**src/rtl/sram_frame_reader_pkg.sv**
```systemverilog
`default_nettype none
// ----------------------------------------------------------------------------
// sram_frame_reader_pkg : shared FSM encoding and SRAM widths for the reader
// Rev 1.0
// ----------------------------------------------------------------------------
package sram_frame_reader_pkg;

  localparam int SRAM_ADDR_W = 18;
  localparam int SRAM_DATA_W = 32;

  typedef enum logic [1:0] {
    IDLE  = 2'd0,
    RUN   = 2'd1,
    DRAIN = 2'd2
  } state_t;

endpackage
`default_nettype wire

```
**src/rtl/sram_frame_reader_word_to_pixel_unpacker.sv**
```systemverilog
`default_nettype none
// ----------------------------------------------------------------------------
// word_to_pixel_unpacker : one 32-bit word register emitted as 4 bytes, LSB first
// Rev 1.0
// ----------------------------------------------------------------------------
module word_to_pixel_unpacker
  import sram_frame_reader_pkg::*;
(
  input  logic                   clk,
  input  logic                   rst_n,
  input  logic                   enable,
  input  logic                   in_valid,
  output logic                   in_ready,
  input  logic [SRAM_DATA_W-1:0] in_data,
  input  logic                   in_last,
  output logic                   pix_valid,
  input  logic                   pix_ready,
  output logic [7:0]             pix,
  output logic                   pix_last
);

  logic [SRAM_DATA_W-1:0] word_q;
  logic [1:0]             idx_q;
  logic                   full_q;
  logic                   last_q;
  logic                   pix_hs;
  logic                   word_done;
  logic                   load;

  assign pix_hs    = full_q & pix_ready;
  assign word_done = pix_hs & (idx_q == 2'd3);
  // Refill in the same cycle the final byte leaves so words stream without bubbles.
  assign in_ready  = enable & (~full_q | word_done);
  assign load      = in_valid & in_ready;

  assign pix_valid = full_q;
  assign pix       = word_q[{idx_q, 3'b000} +: 8];
  assign pix_last  = full_q & last_q & (idx_q == 2'd3);

  always_ff @(posedge clk or negedge rst_n) begin
    if (!rst_n) begin
      word_q <= '0;
      idx_q  <= 2'd0;
      full_q <= 1'b0;
      last_q <= 1'b0;
    end else if (load) begin
      word_q <= in_data;
      last_q <= in_last;
      full_q <= 1'b1;
      idx_q  <= 2'd0;
    end else if (word_done) begin
      full_q <= 1'b0;
      idx_q  <= 2'd0;
    end else if (pix_hs) begin
      idx_q  <= idx_q + 2'd1;
    end
  end

endmodule
`default_nettype wire

```
**src/rtl/sram_frame_reader.sv**
```systemverilog
`default_nettype none
// ----------------------------------------------------------------------------
// sram_frame_reader : credit-limited SRAM frame fetch feeding an 8-bit pixel stream
// Rev 1.0
// ----------------------------------------------------------------------------
module sram_frame_reader
  import sram_frame_reader_pkg::*;
#(
  parameter int FRAME_WORDS     = 19200,
  parameter int MAX_OUTSTANDING = 8
) (
  input  logic                   clk,
  input  logic                   rst_n,
  input  logic                   start,
  input  logic [SRAM_ADDR_W-1:0] base_addr,
  output logic                   busy,
  output logic                   done,
  output logic                   rd_addr_valid,
  input  logic                   rd_addr_ready,
  output logic [SRAM_ADDR_W-1:0] rd_addr,
  input  logic                   rd_data_valid,
  output logic                   rd_data_ready,
  input  logic [SRAM_DATA_W-1:0] rd_data,
  output logic                   pix_valid,
  input  logic                   pix_ready,
  output logic [7:0]             pix,
  output logic                   pix_last
);

  localparam int             CNT_W     = $clog2(FRAME_WORDS + 1);
  localparam logic [CNT_W-1:0] FRAME_CNT = CNT_W'(FRAME_WORDS);
  localparam logic [CNT_W-1:0] LAST_IDX  = CNT_W'(FRAME_WORDS - 1);
  localparam logic [3:0]     CREDITS   = 4'(MAX_OUTSTANDING);

  state_t                 state_q, state_d;
  logic [SRAM_ADDR_W-1:0] base_q;
  logic [CNT_W-1:0]       issue_q;
  logic [CNT_W-1:0]       data_cnt_q;
  logic [3:0]             outstanding_q;
  logic                   addr_hs;
  logic                   data_hs;
  logic                   pix_hs;
  logic                   accept_start;

  assign addr_hs      = rd_addr_valid & rd_addr_ready;
  assign data_hs      = rd_data_valid & rd_data_ready;
  assign pix_hs       = pix_valid & pix_ready;
  assign accept_start = (state_q == IDLE) & start;

  // Valid only drops via handshake: outstanding can only fall while waiting.
  assign rd_addr_valid = (state_q == RUN) && (issue_q < FRAME_CNT) && (outstanding_q < CREDITS);
  assign rd_addr       = base_q + SRAM_ADDR_W'(issue_q);
  assign busy          = (state_q != IDLE);
  assign done          = (state_q == DRAIN) & pix_hs & pix_last;

  always_ff @(posedge clk or negedge rst_n) begin
    if (!rst_n) begin
      state_q <= IDLE;
    end else begin
      state_q <= state_d;
    end
  end

  always_comb begin
    state_d = state_q;
    case (state_q)
      IDLE:    if (start) state_d = RUN;
      RUN:     if (addr_hs && (issue_q == LAST_IDX)) state_d = DRAIN;
      DRAIN:   if (pix_hs && pix_last) state_d = IDLE;
      default: state_d = IDLE;
    endcase
  end

  always_ff @(posedge clk or negedge rst_n) begin
    if (!rst_n) begin
      base_q        <= '0;
      issue_q       <= '0;
      data_cnt_q    <= '0;
      outstanding_q <= 4'd0;
    end else if (accept_start) begin
      base_q        <= base_addr;
      issue_q       <= '0;
      data_cnt_q    <= '0;
      outstanding_q <= 4'd0;
    end else begin
      if (addr_hs) issue_q <= issue_q + CNT_W'(1);
      if (data_hs) data_cnt_q <= data_cnt_q + CNT_W'(1);
      case ({addr_hs, data_hs})
        2'b10:   outstanding_q <= outstanding_q + 4'd1;
        2'b01:   outstanding_q <= outstanding_q - 4'd1;
        default: outstanding_q <= outstanding_q;
      endcase
    end
  end

  word_to_pixel_unpacker u_unpacker (
    .clk       (clk),
    .rst_n     (rst_n),
    .enable    (busy),
    .in_valid  (rd_data_valid),
    .in_ready  (rd_data_ready),
    .in_data   (rd_data),
    .in_last   (data_cnt_q == LAST_IDX),
    .pix_valid (pix_valid),
    .pix_ready (pix_ready),
    .pix       (pix),
    .pix_last  (pix_last)
  );

endmodule
`default_nettype wire

```
**config.mk**
```make
export PLATFORM = sky130hd
export DESIGN_NAME = sram_frame_reader
export DESIGN_NICKNAME = d
export VERILOG_FILES = /design/src/rtl/sram_frame_reader_pkg.sv /design/src/rtl/sram_frame_reader_word_to_pixel_unpacker.sv /design/src/rtl/sram_frame_reader.sv
export SDC_FILE = /design/constraint.sdc
export NUM_CORES = 1
export LEC_CHECK = 0
export BUFFER_PORTS_ARGS = -buffer_cell sky130_fd_sc_hd__buf_2
export CORE_ASPECT_RATIO = 0.6
export CORE_MARGIN = 2
export CORE_UTILIZATION = 48
export CTS_BUF_LIST = sky130_fd_sc_hd__clkbuf_8
export DETAILED_ROUTE_END_ITERATION = 16
export PLACE_DENSITY = 0.71
export SETUP_SLACK_MARGIN = 0.05
export SLEW_MARGIN = 20
export SYNTH_ARGS = -nofsm -noshare
export SYNTH_HDL_FRONTEND = slang
export SYNTH_HIERARCHICAL = 1
export SYNTH_SLANG_ARGS = --single-unit
```
**constraint.sdc**
```tcl
create_clock -name clk -period 7.4 [get_ports clk]
set_clock_uncertainty 0.2 [all_clocks]
set_input_delay 2.22 -clock clk [delete_from_list [all_inputs] [get_ports clk]]
set_output_delay 2.22 -clock clk [all_outputs]
set_load 0.05 [all_outputs]
```
After elaboration in Yosys (flattened, before gate mapping)
Index checks and enable logic that the tools add are counted.
{ "op_classes": {"order_cmp": 2, "add_sub_neg": 6, "bitwise": 12, "n_mul": 0, "muxes": 15, "div": 0, "shift": 1, "reduce_logical": 12, "eq_ne": 10} }
{ "ops": {"columns": ["operator", "count"], "rows": [
  ["$mux W15", 4],
  ["$shiftx A32 B6 Y8", 1],
  ["$add A15 B1 Y15 const B", 2],
  ["$eq A15 B15 Y1 const B", 2],
  ["$add A18 B15 Y18", 1],
  ["$lt A15 B15 Y1 const B", 1],
  ["$mux W2", 6],
  ["$and A1 B1 Y1", 10],
  ["$pmux W4 S2", 1],
  ["$reduce_bool A2 Y1", 4],
  ["$eq A2 B2 Y1 const B", 3],
  ["$pmux W2 S3", 1],
  ["$reduce_bool A3 Y1", 2],
  ["$add A4 B1 Y4 const B", 1],
  ["$eq A2 B1 Y1 const B", 2],
  ["$logic_and A1 B1 Y1", 4],
  ["$lt A4 B4 Y1 const B", 1],
  ["$mux W4", 1],
  ["$ne A2 B1 Y1 const B", 2],
  ["$sub A4 B1 Y4 const B", 1],
  ["$reduce_and A3 Y1", 1],
  ["$add A2 B1 Y2 const B", 1],
  ["$logic_not A2 Y1", 1],
  ["$mux W1", 2],
  ["other kinds (3)", 3]
]} }
{ "word_totals": {"n_memories": 0, "mem_bits_ro": 0, "elab_cells": 67, "out_inout_bits": 32, "register_bits": 90, "latchBits": 0, "ramBits": 0} }

Logic depth before layout (Yosys ltp)
Gate-level depths: netlist of the first run.
{ "depth": {"ltp_word": 8, "ltp_mapped": 12, "depth_no_buf": 12} }

Modules after synthesis
The synthesis of the first run kept the hierarchy.
{ "by_module_without_submodules": {"columns": ["module", "cells_per_inst", "n_inst", "area_each_um2"], "rows": [
  ["sram_frame_reader", 358, 1, 3473.3],
  ["word_to_pixel_unpacker", 97, 1, 1586.5]
]} }

Worst setup path after synthesis of the first run
Ideal clock, no wire load.
{ "synth_timing": {"path_kind": "in2out", "start": "input pix_ready", "end": "output done", "t_required_ns": 4.980, "path_stages": 2, "t_arrival_ns": 3.367, "slack_ns": 1.613, "cell_sequence": "nand3_1 > nor3_1"} }
{ "synth_via": {"elab_chain_len": 3} }
{ "synth_rtl": {"columns": ["element", "line_no", "source"], "rows": [
  ["start: declaration", "sram_frame_reader.sv:25", "input logic pix_ready,"],
  ["$and A1 B1 Y1", "sram_frame_reader.sv:47", "assign pix_hs = pix_valid & pix_ready;"],
  ["$and A1 B1 Y1 (2 in a row)", "sram_frame_reader.sv:54", "assign done = (state_q == DRAIN) & pix_hs & pix_last;"],
  ["end: declaration", "sram_frame_reader.sv:17", "output logic done,"]
]} }
Every way passes these cells.

Final worst setup path of the first run
{ "layout_timing": {"start": "input pix_ready", "end": "output rd_data_ready"} }
{ "layout_via": {"elab_chain_len": 4} }
{ "layout_rtl": {"columns": ["element", "line_no", "source"], "rows": [
  ["$and A1 B1 Y1", "sram_frame_reader_word_to_pixel_unpacker.sv:30", "assign pix_hs = full_q & pix_ready;"],
  ["$and A1 B1 Y1", "sram_frame_reader_word_to_pixel_unpacker.sv:31", "assign word_done = pix_hs & (idx_q == 2'd3);"],
  ["$or A1 B1 Y1", "sram_frame_reader_word_to_pixel_unpacker.sv:33", "assign in_ready = enable & (~full_q | word_done);"],
  ["$and A1 B1 Y1", "sram_frame_reader_word_to_pixel_unpacker.sv:33", null],
  ["end: declaration", "sram_frame_reader.sv:22", "output logic rd_data_ready,"]
]} }
Every way passes these cells.

==> results of run 1 <==
## state kept, by name, summed over array words and instances, names as in the netlist
name / flops
issue_q: 15
outstanding_q: 4
base_q: 18
data_cnt_q: 15
state_q: 2
u_unpacker/idx_q: 2
u_unpacker/word_q: 32
u_unpacker/pix_valid: 1
u_unpacker/last_q: 1
## worst max-delay path, stage by stage
cell	delay, ns
buf_2	0.11
nand2_1	0.10
nand2_1	0.10
and2_1	0.20
buf_2	0.29
## per-stage QoR
step | hold slack (ns) | cell area (µm²) | cells
2_1_floorplan | 0.250 | 5060 | 455
3_3_place_gp | 0.262 | 5570 | 663
3_5_place_dp | 0.272 | 5570 | 663
4_1_cts | 0.291 | 5770 | 679
5_1_grt | 0.302 | 5800 | 680
6_report | 0.286 | 5800 | 680
## power breakdown
| group | internal (mW) | switching [mW] | leakage (nW) |
|---|---|---|---|
| registers | 0.652 | 0.138 | 1.13 |
| clock network | 0.163 | 0.172 | 0.105 |
| logic | 0.408 | 0.730 | 1.43 |
## placed cells by master, fill, tap and decap left out, types with 3 or more instances in the layout
cell type	instances
and3_1	5
clkbuf_8	10
nand4_1	10
a211oi_1	3
nand3_1	18
nor2_1	48
mux2i_1	3
dfrtp_1	90
a21oi_1	16
nor3_1	14
mux2_1	28
o211ai_1	3
o21ai_0	9
mux2_2	21
inv_1	14
xnor2_1	24
a21o_1	7
and2_1	3
a31oi_1	4
o21a_1	3
mux4_2	8
ha_1	20
nand2_1	32
xor2_1	14
buf_2	86
## metal layers
layer | vias to the layer above | share of wire, % | track usage (%) | wire (µm)
met1 | 1786 | 51 | 30.4 | 5460
li1 | 1806 | - | - | -
met4 | 0 | 1.0 | 4.36 | 109
met3 | 9 | 5.4 | 5.40 | 578
met5 | - | 0 | 0 | 0
met2 | 80 | 42 | 27.6 | 4500
## area by class of cell
type,count,area share [%]
Multi-Input combinational cell,337,45.8
Sequential cell,90,38.8
Timing Repair Buffer,90,8.35
Tap cell,135,2.91
Clock buffer,10,2.37
Clock inverter,6,1.01
Inverter,12,0.777
## synth_stat cells, types with 2 or more instances
master,count,area (µm²)
and3_1,5,31.3
and2_1,3,18.8
buf_6,5,56.3
mux2_1,28,315
o21a_1,3,22.5
xnor2_1,24,210
a21o_1,7,52.6
xor2_1,14,123
nor3_2,2,20.0
nand4_1,10,62.6
buf_2,8,40.0
nor3_1,14,70.1
a21oi_2,2,17.5
o21ai_0,9,45.0
mux2_2,21,236
inv_1,12,45.0
nor2_1,48,180
o2111ai_2,2,30.0
fa_1,2,40.0
a31oi_1,4,25.0
nor2b_1,2,12.5
a21oi_1,16,80.1
a211oi_1,3,22.5
nand3_1,18,90.1
mux2i_1,3,30.0
o211ai_1,3,22.5
nand3b_1,2,15.0
mux4_2,8,180
ha_1,20,250
and4_1,2,17.5
nand2_1,32,120
dfrtp_1,90,2250
## worst paths after layout
check                                                     start                                to  cells after the start
worst max-delay path                                  pix_ready                     rd_data_ready                      5
worst min-delay path              u_unpacker/last_q$_DFFE_PN0P_     u_unpacker/last_q$_DFFE_PN0P_                      1
worst max register to register  u_unpacker/idx_q[0]$_DFFE_PN0P_      outstanding_q[3]$_DFFE_PN0P_                     12
worst min register to register    u_unpacker/last_q$_DFFE_PN0P_     u_unpacker/last_q$_DFFE_PN0P_                      1
max in group asynchronous                                 rst_n  u_unpacker/word_q[7]$_DFFE_PN0P_                      2
min in group asynchronous                                 rst_n            base_q[17]$_DFFE_PN0P_                      1
## cell families after synthesis
logic type / count (synthesis) / synth area share [%]
flops: 90 / 44.5
xor+xnor: 39 / 7.12
simple gates: 151 / 14.9
buf+inv: 28 / 3.04
mux: 60 / 15.1
fa+ha+maj: 22 / 5.74
compound gates: 65 / 9.67
==> impl_metrics.json, run 1 <==
{
  "syn_inst": 455,
  "final_util_pct": 57.7,
  "gp_congestion": 0.889,
  "via_per_inst": 5.41,
  "cts_made_buffers": 9,
  "syn_area_um2": 5060,
  "tightest_slew_ns": 0.791,
  "worstSetupPathType": "primary input to primary output",
  "seq_area_um2": 2250,
  "hold_class": "register to register",
  "overflow": 0,
  "htreeDepth": 3,
  "rsz0062_at_grt": "no",
  "area_delta_synth_final_pct": 14.6,
  "n_fill_cell": 854,
  "fin_nets": 618,
  "path_clk_slew_ns": 0.08,
  "synth_edf_count": 0,
  "p_total_mw": 2.26,
  "drc": 0,
  "tritoncts": "built",
  "syn_area_per_cell_um2": 11.1,
  "routedWlPerCell_um": 15.7,
  "post-cts-setup-buffers": 0,
  "antenna_found_initial": 0,
  "power_leakage_nw": 2.66,
  "multi_input_area_um2": 2650,
  "start_util_pct": 50.3,
  "maxCapViolCount": 0,
  "hold_viol": 0,
  "port_buffers": 87,
  "slew_viol_final": 0,
  "synth-warning-count": 6,
  "synth_nets": 533,
  "crit_path_end_kind": "primary output",
  "postCtsHoldBufs": 0,
  "core_um2": 10100,
  "die_w_um": 137,
  "vias": 3681,
  "clock-root-buffer": "clkbuf_8",
  "maxSlewHeadroom_pct": 47.2,
  "ir_drop_uv": 410,
  "yosysUniqueCellTypes": 65,
  "setup_viol": 0,
  "ys_async_sr_fraction_pct": 100,
  "initialDrtViolationCount": 220,
  "die_h_um": 83.5,
  "fmax_ghz": 0.184,
  "preCtsSetupSlack_ns": 1.95,
  "place.detailed.hpwl_um": 7870,
  "num_rows": 28,
  "startpoint_type": "primary input",
  "dieArea_um2": 11400,
  "wl_um": 10600,
  "r2r_slack_ns": 3.91,
  "clkLatencyLatePin_ns": 0.36,
  "synth_seq_area_share_pct": 44.5,
  "synth_flop_cell": "dfrtp_1",
  "clock_path_buffers": 2,
  "firstDrtPassIters": 4,
  "cts_resized": 0,
  "ant_nets": 0,
  "grt_pass1_wl_um": 17800,
  "cp.arrival_ns": 3.03,
  "grt_max_degree": 88,
  "crit_fanout": 5,
  "clock_sinks": 90,
  "pwr_density_cell_nw_per_um2": 390,
  "num_antenna_cells": 0,
  "status": "finished, final reports clean",
  "fin_crit_sh_pct": 73.6,
  "setup_tns_ns": 0,
  "timing.final.ws_setup_ns": 1.95,
  "grt_usage_pct": 19.7,
  "min_period_ns": 5.45,
  "drive_gt1_share_pct": 27.7,
  "ios": 88,
  "required_ns": 4.98,
  "grt_pass1_vias": 3540,
  "ys_ff_latch": 90
}
No activity file was read; power rests on OpenSTA's default activity.
==> run 2, diff against run 1 <==
clock period = 5.02 ns   (was 7.4 ns; I/O delays follow)
==> run 2 against run 1 <==
Global-route usage barely moved. Final cell count rose by 0.15%. Count of clock-buffer cells in the layout fell by 1. Design area rose by 0.32%. Clock power rose by 54%. Critical path depth rose by 4.
==> impl_metrics.json, run 2 (synthesis gave the netlist of run 1 again) <==
{
  "status": "finished, final reports clean",
  "hold_class": "register to register",
  "final_util_pct": 57.9,
  "crit_path_end_kind": "primary output",
  "grt_pass1_wl_um": 17900,
  "htreeDepth": 3,
  "hold_viol": 0,
  "antenna_found_initial": 0,
  "reg.largest.list": "u_unpacker/word_q (32), base_q (18)",
  "gp_congestion": 0.878,
  "p_total_mw": 3.36,
  "clock-root-buffer": "clkbuf_8",
  "overflow": 0,
  "area_delta_synth_final_pct": 15.0,
  "grt_usage_pct": 19.7,
  "path_clk_slew_ns": 0.10,
  "post-cts-setup-buffers": 0,
  "initialDrtViolationCount": 240,
  "crit_start": "issue_q[0]$_DFFE_PN0P_",
  "clock_path_buffers": 2,
  "n_fill_cell": 859,
  "grt_use_met3_pct": 4.92,
  "drc": 0,
  "maxSlewHeadroom_pct": 30.1,
  "wl_um": 10600,
  "grt_pass1_vias": 3711,
  "ir_drop_uv": 580,
  "firstDrtPassIters": 4,
  "setup_viol": 0,
  "setup_tns_ns": 0,
  "rsz0062_at_grt": "no",
  "gr-usage-met2_pct": 29.0,
  "mostFrequentLayoutCells": "dfrtp_1, buf_2, nor2_1, nand2_1, mux2_1",
  "dieArea_um2": 11400,
  "tightest_slew_ns": 1.05,
  "startpoint_type": "register",
  "r2r_start": "u_unpacker/idx_q[0]$_DFFE_PN0P_",
  "port_buffers": 87,
  "start_util_pct": 50.3,
  "fmax_ghz": 0.215,
  "vias": 3729,
  "required_ns": 3.31,
  "grt_max_degree": 83,
  "place.detailed.hpwl_um": 7940,
  "ant_nets": 0,
  "routedWlPerCell_um": 15.6,
  "clock_sinks": 90,
  "core_um2": 10100,
  "largest_reg_flops": 32,
  "fin_nets": 619,
  "num_rows": 28,
  "cp.arrival_ns": 2.96,
  "crit_fanout": 6,
  "postCtsHoldBufs": 0,
  "slew_viol_final": 0,
  "pwr_density_cell_nw_per_um2": 578,
  "ios": 88,
  "hp-start": "u_unpacker/word_q[8]$_DFFE_PN0P_",
  "min_period_ns": 4.66,
  "final_common_cell": "dfrtp_1",
  "tritoncts": "built",
  "cts_resized": 0,
  "cts_made_buffers": 9,
  "die_h_um": 83.5,
  "fin_crit_sh_pct": 92.9,
  "via_per_inst": 5.48,
  "num_antenna_cells": 0,
  "clkLatencyLatePin_ns": 0.36,
  "regMostFlops": "u_unpacker/word_q",
  "power_leakage_nw": 2.66,
  "drive_gt1_share_pct": 28.2,
  "maxCapViolCount": 0,
  "met1_usage_pct": 29.3,
  "die_w_um": 137,
  "top_usage_layer": "met1",
  "worstSetupPathType": "register to primary output"
}
==> run 2: cell types whose count changed in the layout (fill, tap and decap cells not counted) <==
cell,before,now
inv_1,14,12
inv_6,0,2
buf_4,2,3
clkbuf_8,10,9
clkinv_2,1,0
clkinv_4,1,2
inv_8,0,1
==> run 2: stage by stage <==
| step | worst slack [ns] | instances | hold slack (ns) | instance area [µm²] |
|---|---|---|---|---|
| 3_3_place_gp | 0.895 | 664 | 0.264 | 5580 |
| 6_report | 0.359 | 681 | 0.292 | 5820 |
| 2_1_floorplan | 0.614 | 455 | 0.250 | 5060 |
| 3_5_place_dp | 0.801 | 664 | 0.275 | 5580 |
| 4_1_cts | 0.359 | 680 | 0.296 | 5790 |
| 5_1_grt | 0.129 | 681 | 0.310 | 5820 |
==> run 2: worst max-delay path: stages (launching register included) <==
cell and delay [ns]:
dfrtp_1 0.47, ha_1 0.25, inv_1 0.07, fa_1 0.40
nor2b_1 0.20, o2111ai_2 0.21, a31oi_1 0.34, a21oi_1 0.19
mux2i_1 0.17, buf_2 0.28
==> run 2: final cells by class <==
cell class,instances,area [µm²],share of cell area (%)
Timing Repair Buffer,91,492,8.45
Multi-Input combinational cell,337,2650,45.6
Tap cell,135,169,2.90
Clock inverter,7,83.8,1.44
Clock buffer,9,124,2.13
Sequential cell,90,2250,38.7
Inverter,12,45.0,0.774
==> run 2: where the power goes <==
| group | total (mW) | internal, mW | switching [mW] |
|---|---|---|---|
| combinational | 1.69 | 0.602 | 1.08 |
| clock | 0.517 | 0.239 | 0.278 |
| sequential | 1.16 | 0.960 | 0.198 |
| total | 3.36 | 1.80 | 1.56 |
==> run 2: path summary, 6_finish.rpt <==
path | end | slack [ns] | cells after the start
setup / recovery | rd_addr[16] | 0.36 | 9
hold / removal | u_unpacker/word_q[8]$_DFFE_PN0P_ | 0.29 | 1
setup reg to reg | outstanding_q[3]$_DFFE_PN0P_ | 1.58 | 12
hold reg to reg | u_unpacker/word_q[8]$_DFFE_PN0P_ | 0.29 | 1
max in group asynchronous | u_unpacker/word_q[25]$_DFFE_PN0P_ | 2.98 | 2
min in group asynchronous | base_q[17]$_DFFE_PN0P_ | 0.95 | 1
==> run 2: routing by layer <==
| metal | routed length (µm) | part of all wire, % |
|---|---|---|
| met5 | 0 | 0 |
| met1 | 5280 | 50 |
| met4 | 83 | 0.78 |
| met3 | 591 | 5.6 |
| met2 | 4690 | 44 |
==> run 3, diff against run 2 <==
CORE_UTILIZATION = 30   (was 48)
PLACE_DENSITY = 0.49   (was 0.71)
==> run 3 against run 2 <==
Power is 0.49% lower. Critical path depth stayed put. Final cell count is 14% higher. Count of clock-buffer cells in the layout stayed put. Non-clock buffer count is 1 higher. Sequential share of layout area is 0.68 points lower. First-iteration DRC count is 28% lower.
==> impl_metrics.json, run 3 (synthesis gave the netlist of run 1 again) <==
{
  "ios": 88,
  "core_um2": 16400,
  "min_path_cells": 1,
  "status": "finished, final reports clean",
  "setup_viol": 0,
  "initialDrtViolationCount": 173,
  "dieArea_um2": 18000,
  "pwr-share-comb_pct": 50.7,
  "hp-start": "u_unpacker/word_q[31]$_DFFE_PN0P_",
  "cts_resized": 0,
  "drc": 0,
  "final_common_cell": "dfrtp_1",
  "multi_input_area_um2": 2650,
  "clock_sinks": 90,
  "crit_fanout": 6,
  "p_int_mw": 1.76,
  "fin_nets": 620,
  "power_leakage_nw": 2.66,
  "seq_area_um2": 2250,
  "gp_congestion": 0.800,
  "grt_pass1_vias": 3703,
  "path_clk_slew_ns": 0.10,
  "clock_path_buffers": 2,
  "ant_nets": 0,
  "overflow": 0,
  "reg.largest.list": "u_unpacker/word_q (32), base_q (18)",
  "grt_pass1_wl_um": 19500,
  "die_h_um": 105,
  "worstSetupPathType": "register to primary output",
  "power_switching_mw": 1.59,
  "firstDrtPassIters": 4,
  "n_fill_cell": 1672,
  "hold_viol": 0,
  "reg2regPathDepth": 12,
  "ir_drop_uv": 372,
  "antenna_found_initial": 0,
  "tightest_slew_ns": 0.918,
  "required_ns": 3.31,
  "pwr_density_cell_nw_per_um2": 565,
  "fin_crit_sh_pct": 93.1,
  "fmax_ghz": 0.214,
  "p_seq_share_pct": 34.7,
  "setup_tns_ns": 0,
  "clock-root-buffer": "clkbuf_8",
  "clkLatencyLatePin_ns": 0.38,
  "area_delta_synth_final_pct": 17.1,
  "r2r_start": "u_unpacker/idx_q[0]$_DFFE_PN0P_",
  "p_clk_share_pct": 14.6,
  "num_rows": 36,
  "tritoncts": "built",
  "p_sw_share_pct": 47.5,
  "vias": 3711,
  "min_period_ns": 4.67,
  "maxCapViolCount": 0,
  "port_buffers": 87,
  "place.detailed.hpwl_um": 8930,
  "slew_viol_final": 0,
  "start_util_pct": 30.9,
  "hold_class": "register to register",
  "startpoint_type": "register",
  "grt_max_degree": 71,
  "regMostFlops": "u_unpacker/word_q",
  "routedWlPerCell_um": 15.3,
  "mostFrequentLayoutCells": "dfrtp_1, buf_2, nor2_1, nand2_1, mux2_1",
  "post-cts-setup-buffers": 0,
  "htreeDepth": 3,
  "via_per_inst": 4.79,
  "maxSlewHeadroom_pct": 38.8,
  "hold_ws_ns": 0.289,
  "cts_made_buffers": 9,
  "wl_um": 11800,
  "postCtsHoldBufs": 0,
  "largest_reg_flops": 32,
  "num_antenna_cells": 0,
  "grt_usage_pct": 13.9,
  "drive_gt1_share_pct": 28.3,
  "crit_path_end_kind": "primary output",
  "die_w_um": 172,
  "rsz0062_at_grt": "no",
  "cp.arrival_ns": 2.97,
  "crit_start": "issue_q[0]$_DFFE_PN0P_"
}
## run 3: cell count changes in the layout (fill, tap and decap cells not counted), sizes merged
cell,change
bufinv,-1
buf,+1
inv,+1
## run 3: path summary, 6_finish.rpt
path,to,slack (ns)
setup / recovery,rd_addr[16],0.35
hold / removal,u_unpacker/word_q[31]$_DFFE_PN0P_,0.29
setup reg to reg,outstanding_q[3]$_DFFE_PN0P_,1.50
hold reg to reg,u_unpacker/word_q[31]$_DFFE_PN0P_,0.29
max in group asynchronous,u_unpacker/word_q[24]$_DFFE_PN0P_,2.71
min in group asynchronous,u_unpacker/word_q[28]$_DFFE_PN0P_,1.04
## run 3: power groups by stage
| stage | Clock [mW] | Combinational [mW] | Sequential, mW |
|---|---|---|---|
| after floorplan | 0 | 1.40 | 1.09 |
| after global placement | 0 | 1.68 | 1.16 |
| after detailed placement | 0 | 1.70 | 1.18 |
| after CTS | 0.514 | 1.71 | 1.16 |
| after global routing | 0.548 | 1.83 | 1.20 |
| final | 0.488 | 1.70 | 1.16 |
## run 3: through the flow
step | total power, mW | util, % | std cells | cell area [µm²] | worst slack [ns]
4_1_cts | 3.39 | 36.1 | 774 | 5900 | 0.351
6_report | 3.35 | 36.2 | 775 | 5920 | 0.347
5_1_grt | 3.58 | 36.2 | 775 | 5920 | 0.157
2_1_floorplan | 2.49 | - | 455 | 5060 | 0.614
3_5_place_dp | 2.88 | 34.9 | 758 | 5700 | 0.807
3_3_place_gp | 2.84 | 34.9 | 758 | 5700 | 0.886
## run 3: routing by layer
| metal | wire length [µm] | global-route usage, % |
|---|---|---|
| met2 | 4850 | 18.8 |
| met1 | 6420 | 21.4 |
| met3 | 492 | 3.67 |
| met4 | 56 | 3.45 |
| met5 | 0 | 0 |
## run 3: critical path, cell delays in order (launching register included)
cell	delay (ns)
dfrtp_1	0.48
ha_1	0.24
inv_1	0.07
fa_1	0.40
nor2b_1	0.20
o2111ai_2	0.23
a31oi_1	0.34
a21oi_1	0.18
mux2i_1	0.16
buf_2	0.28
## run 3: final cells by class
cell class,count,share of cell area (%)
Clock buffer,9,2.09
Clock inverter,7,1.14
Inverter,12,0.760
Multi-Input combinational cell,337,44.8
Sequential cell,90,38.0
Tap cell,228,4.82
Timing Repair Buffer,92,8.37
